### src/rtl/instr_fetch.sv
// ============================================================================
// instr_fetch: instruction fetch stage with a one-entry instruction buffer,
// req/ack memory port, timeout and misalignment detection.
// Revision: 1.0
// ============================================================================
`default_nettype none

module instr_fetch #(
  parameter int          TIMEOUT = 15,
  parameter logic [31:0] NOP     = 32'h0000_0000
) (
  input  logic        CLK,
  input  logic        reset,
  input  logic [31:0] PC,
  input  logic        fetch_en,
  input  logic        flush,
  input  logic        mem_ack,
  input  logic [31:0] mem_rdata,
  output logic        mem_req,
  output logic [31:0] mem_addr,
  output logic [31:0] Instr,
  output logic        instr_valid,
  output logic        fetch_err,
  output logic        stall
);

  localparam int            CW       = $clog2(TIMEOUT) + 1;
  localparam logic [CW-1:0] CNT_LAST = CW'(TIMEOUT - 1);

  typedef enum logic [1:0] {
    S_IDLE = 2'd0,
    S_REQ  = 2'd1,
    S_DONE = 2'd2,
    S_ERR  = 2'd3
  } state_t;

  state_t        state_q, state_d;
  logic          mem_req_q, mem_req_d;
  logic [31:0]   mem_addr_q, mem_addr_d;
  logic [31:0]   instr_q, instr_d;
  logic [CW-1:0] cnt_q, cnt_d;
  logic [31:0]   buf_tag_q, buf_tag_d;
  logic [31:0]   buf_data_q, buf_data_d;
  logic          buf_vld_q, buf_vld_d;
  logic          hit;
  logic          fill;

  assign hit = buf_vld_q && (PC == buf_tag_q) && !flush;

  always_ff @(posedge CLK or negedge reset) begin
    if (!reset) begin
      state_q    <= S_IDLE;
      mem_req_q  <= 1'b0;
      mem_addr_q <= 32'h0;
      instr_q    <= 32'h0;
      cnt_q      <= '0;
      buf_tag_q  <= 32'h0;
      buf_data_q <= 32'h0;
      buf_vld_q  <= 1'b0;
    end else begin
      state_q    <= state_d;
      mem_req_q  <= mem_req_d;
      mem_addr_q <= mem_addr_d;
      instr_q    <= instr_d;
      cnt_q      <= cnt_d;
      buf_tag_q  <= buf_tag_d;
      buf_data_q <= buf_data_d;
      buf_vld_q  <= buf_vld_d;
    end
  end

  always_comb begin
    state_d    = state_q;
    mem_req_d  = mem_req_q;
    mem_addr_d = mem_addr_q;
    instr_d    = instr_q;
    cnt_d      = cnt_q;
    buf_tag_d  = buf_tag_q;
    buf_data_d = buf_data_q;
    buf_vld_d  = buf_vld_q;
    fill       = 1'b0;

    case (state_q)
      S_IDLE: begin
        if (fetch_en) begin
          if (PC[1:0] != 2'b00) begin
            state_d = S_ERR;
            instr_d = NOP;
          end else if (hit) begin
            state_d = S_DONE;
            instr_d = buf_data_q;
          end else begin
            state_d    = S_REQ;
            mem_addr_d = PC;
            mem_req_d  = 1'b1;
            cnt_d      = '0;
          end
        end
      end
      S_REQ: begin
        // Ack has priority over a timeout landing in the same cycle.
        if (mem_ack) begin
          fill       = 1'b1;
          instr_d    = mem_rdata;
          buf_data_d = mem_rdata;
          buf_tag_d  = mem_addr_q;
          buf_vld_d  = 1'b1;
          mem_req_d  = 1'b0;
          state_d    = S_DONE;
        end else if (cnt_q == CNT_LAST) begin
          mem_req_d = 1'b0;
          instr_d   = NOP;
          state_d   = S_ERR;
        end else begin
          cnt_d = cnt_q + 1'b1;
        end
      end
      S_DONE:  state_d = S_IDLE;
      S_ERR:   state_d = S_IDLE;
      default: state_d = S_IDLE;
    endcase

    if (flush && !fill) buf_vld_d = 1'b0;
  end

  assign mem_req     = mem_req_q;
  assign mem_addr    = mem_addr_q;
  assign Instr       = instr_q;
  assign stall       = (state_q == S_REQ);
  assign instr_valid = (state_q == S_DONE) || (state_q == S_ERR);
  assign fetch_err   = (state_q == S_ERR);

endmodule

`default_nettype wire

### config.mk
export PLATFORM = sky130hd
export DESIGN_NAME = instr_fetch
export DESIGN_NICKNAME = d
export VERILOG_FILES = /design/src/rtl/instr_fetch.sv
export SDC_FILE = /design/constraint.sdc
export NUM_CORES = 1
export LEC_CHECK = 0
export ABC_AREA = 1
export BUFFER_PORTS_ARGS = -buffer_cell sky130_fd_sc_hd__buf_4
export CORE_UTILIZATION = 49
export DETAILED_ROUTE_END_ITERATION = 10
export PLACE_DENSITY = 0.76
export REMOVE_ABC_BUFFERS = 1
export SLEW_MARGIN = 20
export SYNTH_ARGS = -nofsm -noshare
export SYNTH_HDL_FRONTEND = slang
export SYNTH_SLANG_ARGS = --single-unit
### constraint.sdc
create_clock -name CLK -period 1.6 [get_ports CLK]
set_input_delay 0.16 -clock CLK [delete_from_list [all_inputs] [get_ports CLK]]
set_output_delay 0.16 -clock CLK [all_outputs]
set_load 0.1 [all_outputs]
# After elaboration in Yosys (flattened, before gate mapping)
# Cells that the tools add are included.
[word_totals]
reg_bits = 137
input_bits = 69
output_inout_bits = 68
wordCells = 71
[classes]
n_addsub = 1
eq_ne = 12
mux = 29
n_bitwise = 2
n_reduce_logical = 19
[op_table]
columns = ["cell", "n"]
rows = [
  ["$mux W32", 5],
  ["$pmux W32 S2", 1],
  ["$eq A32 B32 Y1", 1],
  ["$mux W5", 5],
  ["$mux W1", 10],
  ["$mux W2", 5],
  ["$ne A2 B2 Y1 const B", 5],
  ["$pmux W5 S2", 1],
  ["$reduce_and A4 Y1", 2],
  ["$reduce_bool A2 Y1", 4],
  ["$pmux W2 S3", 1],
  ["$reduce_and A2 Y1", 3],
  ["$reduce_and A6 Y1", 1],
  ["$add A5 B1 Y5 const B", 1],
  ["$eq A5 B4 Y1 const B", 1],
  ["$reduce_and A5 Y1", 1],
  ["$eq A2 B2 Y1 const B", 2],
  ["$logic_and A1 B1 Y1", 3],
  ["$ne A3 B2 Y1 const B", 1],
  ["$ne A3 B3 Y1 const B", 1],
  ["$eq A2 B1 Y1 const B", 1],
  ["$logic_not A1 Y1", 2],
  ["$logic_not A2 Y1", 1],
  ["$not A1 Y1", 2],
  ["other kinds (3)", 3],
]

# Depth between registers and ports, before layout
[logic_depth]
word_depth = 7
mapped_depth = 14
mapped_depth_nobuf = 14

# Least setup slack after synthesis
# Ideal clock, no wire load.
[synth_timing]
path_kind = "reg-to-reg"
start = "register state_q[1]"
end = "register instr_q[22] (netlist: Instr[22])"
setup_time_ns = 0.067
arrival_ns = 2.021
required_time_ns = 1.533
slack_ns = -0.488
stages_incl_launch_ff = 11
path_buffers = 1
period_less_slack_ns = 2.088
cell_sequence = "dfrtp_1 -> nor2_4 -> inv_2 -> nor2_2 -> inv_2 -> a31oi_2 -> nor3_4 -> nand2_2 -> buf_4 -> nand2_1 -> nand2_1"
[synth_via]
elab_chain_len = 3
elab_cells_between_ends = 8
cone_classes = "eq/ne: 4; mux: 1; reduce/logical: 3"
[synth_lines]
columns = ["item", "line_no", "rtl"]
rows = [
  ["start: declaration", "37", "state_t state_q, state_d;"],
  ["start signal: assignment", "61", "state_q <= state_d;"],
  ["$eq A2 B1 Y1 (*)", "--", ""],
  ["named net stall", "24", "output logic stall"],
  ["$ne A3 B2 Y1 (no line) / $reduce_bool A2 Y1 (equally long branches)", "--", ""],
  ["$reduce_and A4 Y1 (no line)", "--", ""],
  ["end signal: assignment", "64", "instr_q <= instr_d;"],
  ["end: declaration", "40", "logic [31:0] instr_q, instr_d;"],
]
# Mark *: on every way through the listed nets, which the timed path passes. The rest lies on a longest branch.
# A chain may end at the register's enable or synchronous reset.

# Worst setup path in the final report
[layout_timing]
start = "register buf_tag_q[31]"
end = "register instr_q[24] (netlist: Instr[24])"
[layout_via]
elab_chain_len = 5
[layout_lines]
columns = ["item", "line_no", "rtl"]
rows = [
  ["start: declaration", "42", "logic [31:0] buf_tag_q, buf_tag_d;"],
  ["start signal: assignment", "66", "buf_tag_q <= buf_tag_d;"],
  ["$eq A32 B32 Y1", "48", "assign hit = buf_vld_q && (PC == buf_tag_q) && !flush;"],
  ["$logic_and A1 B1 Y1 (2 in a row)", "48", ""],
  ["$ne A3 B3 Y1 (no line)", "--", ""],
  ["$reduce_and A4 Y1 (no line)", "--", ""],
]
# No other way between the ends.

==> results_tabular.tex <==
\begin{tabular}{lr}
\hline
Metric & Value \\
\hline
\multicolumn{2}{l}{\textbf{Clock tree}} \\
Number of CTS-inserted buffers & 17 \\
CTS tree & done \\
Reg clk slew, reported paths & 0.05 ns \\
Number of sinks on the clock net & about 140 \\
Clock tree buffer depth & 2 \\
H-tree depth reported by CTS & 4 \\
Clock insertion delay at the later pin of the skew report & around 0.42 ns \\
Root buffer selected by CTS & sky130\_fd\_sc\_hd\_\_clkbuf\_16 \\
\multicolumn{2}{l}{\textbf{Job}} \\
Max-cap viol count & 0 \\
\multicolumn{2}{l}{\textbf{Setup path}} \\
Reg-to-Reg Start & buf\_tag\_q[31] \\
Crit Reg-Reg Endpoint & Instr[24] \\
Required time worst endpoint & 1.90 ns \\
Slack of the worst reg-to-reg path & -0.18 ns \\
Critical path class & flip-flop to flip-flop \\
Maximum cell stage delay along the critical path & 0.40 ns \\
CP max-delay cell & sky130\_fd\_sc\_hd\_\_dfrtp\_1 \\
Cell repeated most along the worst path & sky130\_fd\_sc\_hd\_\_nand2\_1 \\
CP max FO & 6 \\
Kind of end point of the critical path & flip-flop \\
Startpoint of the worst setup timing path & buf\_tag\_q[31] \\
Startpoint types & flip-flop \\
Cells on worst reg2reg path & 11 \\
Cell chain of the critical path & xnor2\_1 -> nand2\_1 -> nor2\_1 -> nand2\_1 -> nor2\_2 -> nand3\_4 -> nand3\_4 -> nand2\_8 -> clkbuf\_16 -> nand2\_2 -> nand2\_1 \\
Worst endpoint data arrival time & 2.09 ns \\
\multicolumn{2}{l}{\textbf{Place}} \\
DP Cell Count & 1086 \\
Buffers on Ports & 136 \\
Pre-CTS WS & -0.231 ns \\
Final estimated routing congestion in global placement & a little over 0.8 \\
Detailed Place HPWL & 10200 um \\
\multicolumn{2}{l}{\textbf{Routing}} \\
Total wire length & 16700 um \\
Number of iterations in the first detailed-routing pass & 7 \\
Post-detailed-route wirelength per cell & approximately 15 um \\
Overall via count from detail\_route & 5699 \\
Starting DRC count in detailed routing & 389 \\
Antenna viol nets, final & 0 \\
DRC viols & 0 \\
Via density per instance & 4.99 \\
\multicolumn{2}{l}{\textbf{Timing}} \\
Final critical delay including setup and external delays & 1.78 ns \\
Transition time at the pin with the least slew margin & around 0.48 ns \\
Share of the clock period used by the worst path after layout & 111\% \\
Setup repair after global routing missed its margin & yes \\
\# setup viols final & 72 \\
Number of pins exceeding their max-slew limit in the final report & 0 \\
Final Hold Vio Count & 0 \\
Minimum setup slack in the final design & -0.182 ns \\
Hold\_ws & 0.0124 ns \\
Post-Route Skew & 0.00937 ns \\
Achievable Freq & 561 MHz \\
Max\_slew headroom & between 60\% and 70\% \\
\multicolumn{2}{l}{\textbf{Worst hold path}} \\
Worst Hold Depth & 3 \\
HP Class & primary input to flip-flop \\
Destination of the worst hold path & mem\_addr[30] \\
Critical hold path startpoint & PC[30] \\
\multicolumn{2}{l}{\textbf{Power and ir drop}} \\
Relative contribution of combinational cells to total power & around half \\
Internal power & 9.98 mW \\
Clock network power share & approximately a fifth \\
Switching power as a share of total power & 49.1\% \\
Maximum resistive drop on vdd & about 0.0017 V \\
Static leakage & 4.80 nW \\
Psw & 9.61 mW \\
Seq pwr share & $\sim$29\% \\
Power density over cell area & $\sim$2200 mW/mm2 \\
\multicolumn{2}{l}{\textbf{Outcome}} \\
Failing checks & negative setup slack \\
Status & finished, violations left \\
\multicolumn{2}{l}{\textbf{Logic synthesis}} \\
Number of instances in the synthesized netlist & 787 \\
Fraction of the yosys area taken by sequential cells & between 50\% and 60\% \\
Average cell area after synthesis & 7.97 um2 \\
Post-Synthesis Cell Area & 0.00627 mm2 \\
YS warnings & 0 \\
Number of distinct library cells after synthesis & 26 \\
Count of state elements after synthesis & between 100 and 150 \\
\multicolumn{2}{l}{\textbf{GRT}} \\
Maximum number of pins on one net before global-route repair & 62 \\
First-pass GRT wire length & between 20000 and 30000 um \\
Number of antenna violations at the first check in global routing & 0 \\
Total Routing Usage GR & between 20 and 30\% \\
GRT overflow & 0 \\
Vias in the first global route & 5449 \\
\multicolumn{2}{l}{\textbf{Final layout}} \\
\# fillers & around 940 \\
Non-filler instance count after layout & 1141 \\
Most common cell after layout, fill and taps aside & sky130\_fd\_sc\_hd\_\_nand2\_1 \\
Highest-count cells in the layout ignoring fill and taps & 237 x sky130\_fd\_sc\_hd\_\_nand2\_1, 159 x sky130\_fd\_sc\_hd\_\_buf\_4, 137 x sky130\_fd\_sc\_hd\_\_dfrtp\_1, 90 x sky130\_fd\_sc\_hd\_\_inv\_1, 89 x sky130\_fd\_sc\_hd\_\_o21ai\_0 \\
Final net count & 1031 \\
Count of antenna diodes in the layout & 0 \\
Fraction of final layout cells sized beyond drive strength 1 & 29.6\% \\
Area Overhead vs Synth & 42.4\% \\
\multicolumn{2}{l}{\textbf{Die}} \\
IO Count & 137 \\
Effective utilization at floorplan & 51.1\% \\
Height of the die & 115 um \\
Area of the die & 0.0133 mm2 \\
Row cnt & 40 \\
Core region area & 0.0123 mm2 \\
Die boundary width & 115 um \\
\hline
\end{tabular}
-- kinds of logic (layout without fill, tap and decap cells) --
| kind of cell | Yosys count | in the layout | share of synthesized area, % |
|---|---|---|---|
| compound gates | 117 | 117 | 9.58 |
| xor+xnor | 14 | 14 | 1.96 |
| fa+ha+maj | 2 | 2 | 0.399 |
| buf+inv | 136 | 322 | 8.56 |
| flops | 137 | 137 | 54.7 |
| simple gates | 381 | 381 | 24.8 |
-- worst max path at each step --
stage	endpoint	slack [ns]	depth (start not counted)
after global placement	Instr[27]	-0.15	13
after CTS	Instr[1]	-0.12	11
after global routing	Instr[9]	-0.31	11
after detailed placement	Instr[4]	-0.23	11
final	Instr[24]	-0.18	11
after floorplan	Instr[31]	-3.01	7
-- power groups by stage --
stage / sequential (mW) / combinational, mW / clock (mW)
CTS: 5.61 / 9.42 / 3.91
detailed placement: 5.63 / 9.03 / 0
global route: 5.83 / 10.6 / 4.10
floorplan: 9.52 / 2.55 / 0
finish: 5.70 / 10.0 / 3.88
global placement: 5.61 / 8.88 / 0
-- state kept, by name, summed over array words and instances, names as in the netlist --
name / cells
state_q: 2
buf_data_q: 32
buf_vld_q: 1
cnt_q: 5
Instr: 32
mem_addr: 32
mem_req: 1
buf_tag_q: 32
-- stage by stage --
stage	area (um2)	total power, mW	TNS (ns)	utilization (%)
4_1_cts	8600	18.9	-4.99	70.1
6_report	8930	19.6	-8.94	72.8
2_1_floorplan	6100	12.1	-264.96	-
3_5_place_dp	7740	14.7	-10.42	63.1
5_1_grt	8930	20.5	-18.29	72.8
3_3_place_gp	7740	14.5	-6.24	63.1
-- worst max-delay path: cells and delay by family, from the launching register on --
family / cells / cell delay [ns]
buffers and inverters: 1 / 0.20
flip-flops: 1 / 0.40
XOR/XNOR: 1 / 0.17
AND/OR/NAND/NOR: 9 / 0.90
-- synthesized netlist by cell type, drive strengths merged --
library cell / count / area (um2)
a21oi: 2 / 10.0
a31oi: 1 / 12.5
buf: 16 / 86.3
clkbuf: 23 / 86.3
clkinv: 1 / 3.75
dfrtp: 137 / 3430
ha: 2 / 25.0
inv: 96 / 360
nand2: 281 / 1060
nand3: 74 / 375
nand4: 2 / 12.5
nor2: 23 / 96.4
nor3: 1 / 16.3
o21ai: 111 / 556
o221ai: 1 / 8.76
o22ai: 1 / 6.26
o31ai: 1 / 7.51
xnor2: 13 / 114
xor2: 1 / 8.76
-- cell type report --
class                           count  area [um2]  area share (%)
Tap cell                          168         210            2.35
Sequential cell                   137        3430            38.4
Clock inverter                      9        95.1            1.06
Clock buffer                       23         488            5.46
Inverter                           97         369            4.13
Multi-Input combinational cell    514        2580            28.8
Timing Repair Buffer              193        1770            19.8
-- per-layer routing --
layer	GRT usage, %	vias up	wire length (um)
li1	-	2804	-
met1	33.3	2687	7240
met2	42.6	179	8290
met3	5.64	29	844
met4	9.96	0	311
met5	0	-	0
-- timing repair --
item / CTS / global route
gates cloned: 3 / 5
hold endpoints to repair: 45 / 2
resized for setup: 37 / 72
setup endpoints to repair: 73 / 72
hold buffers: 6 / 2
pin swaps: 10 / 16
buffers inserted: 5 / 6
No activity file was read; power rests on OpenSTA's default activity.
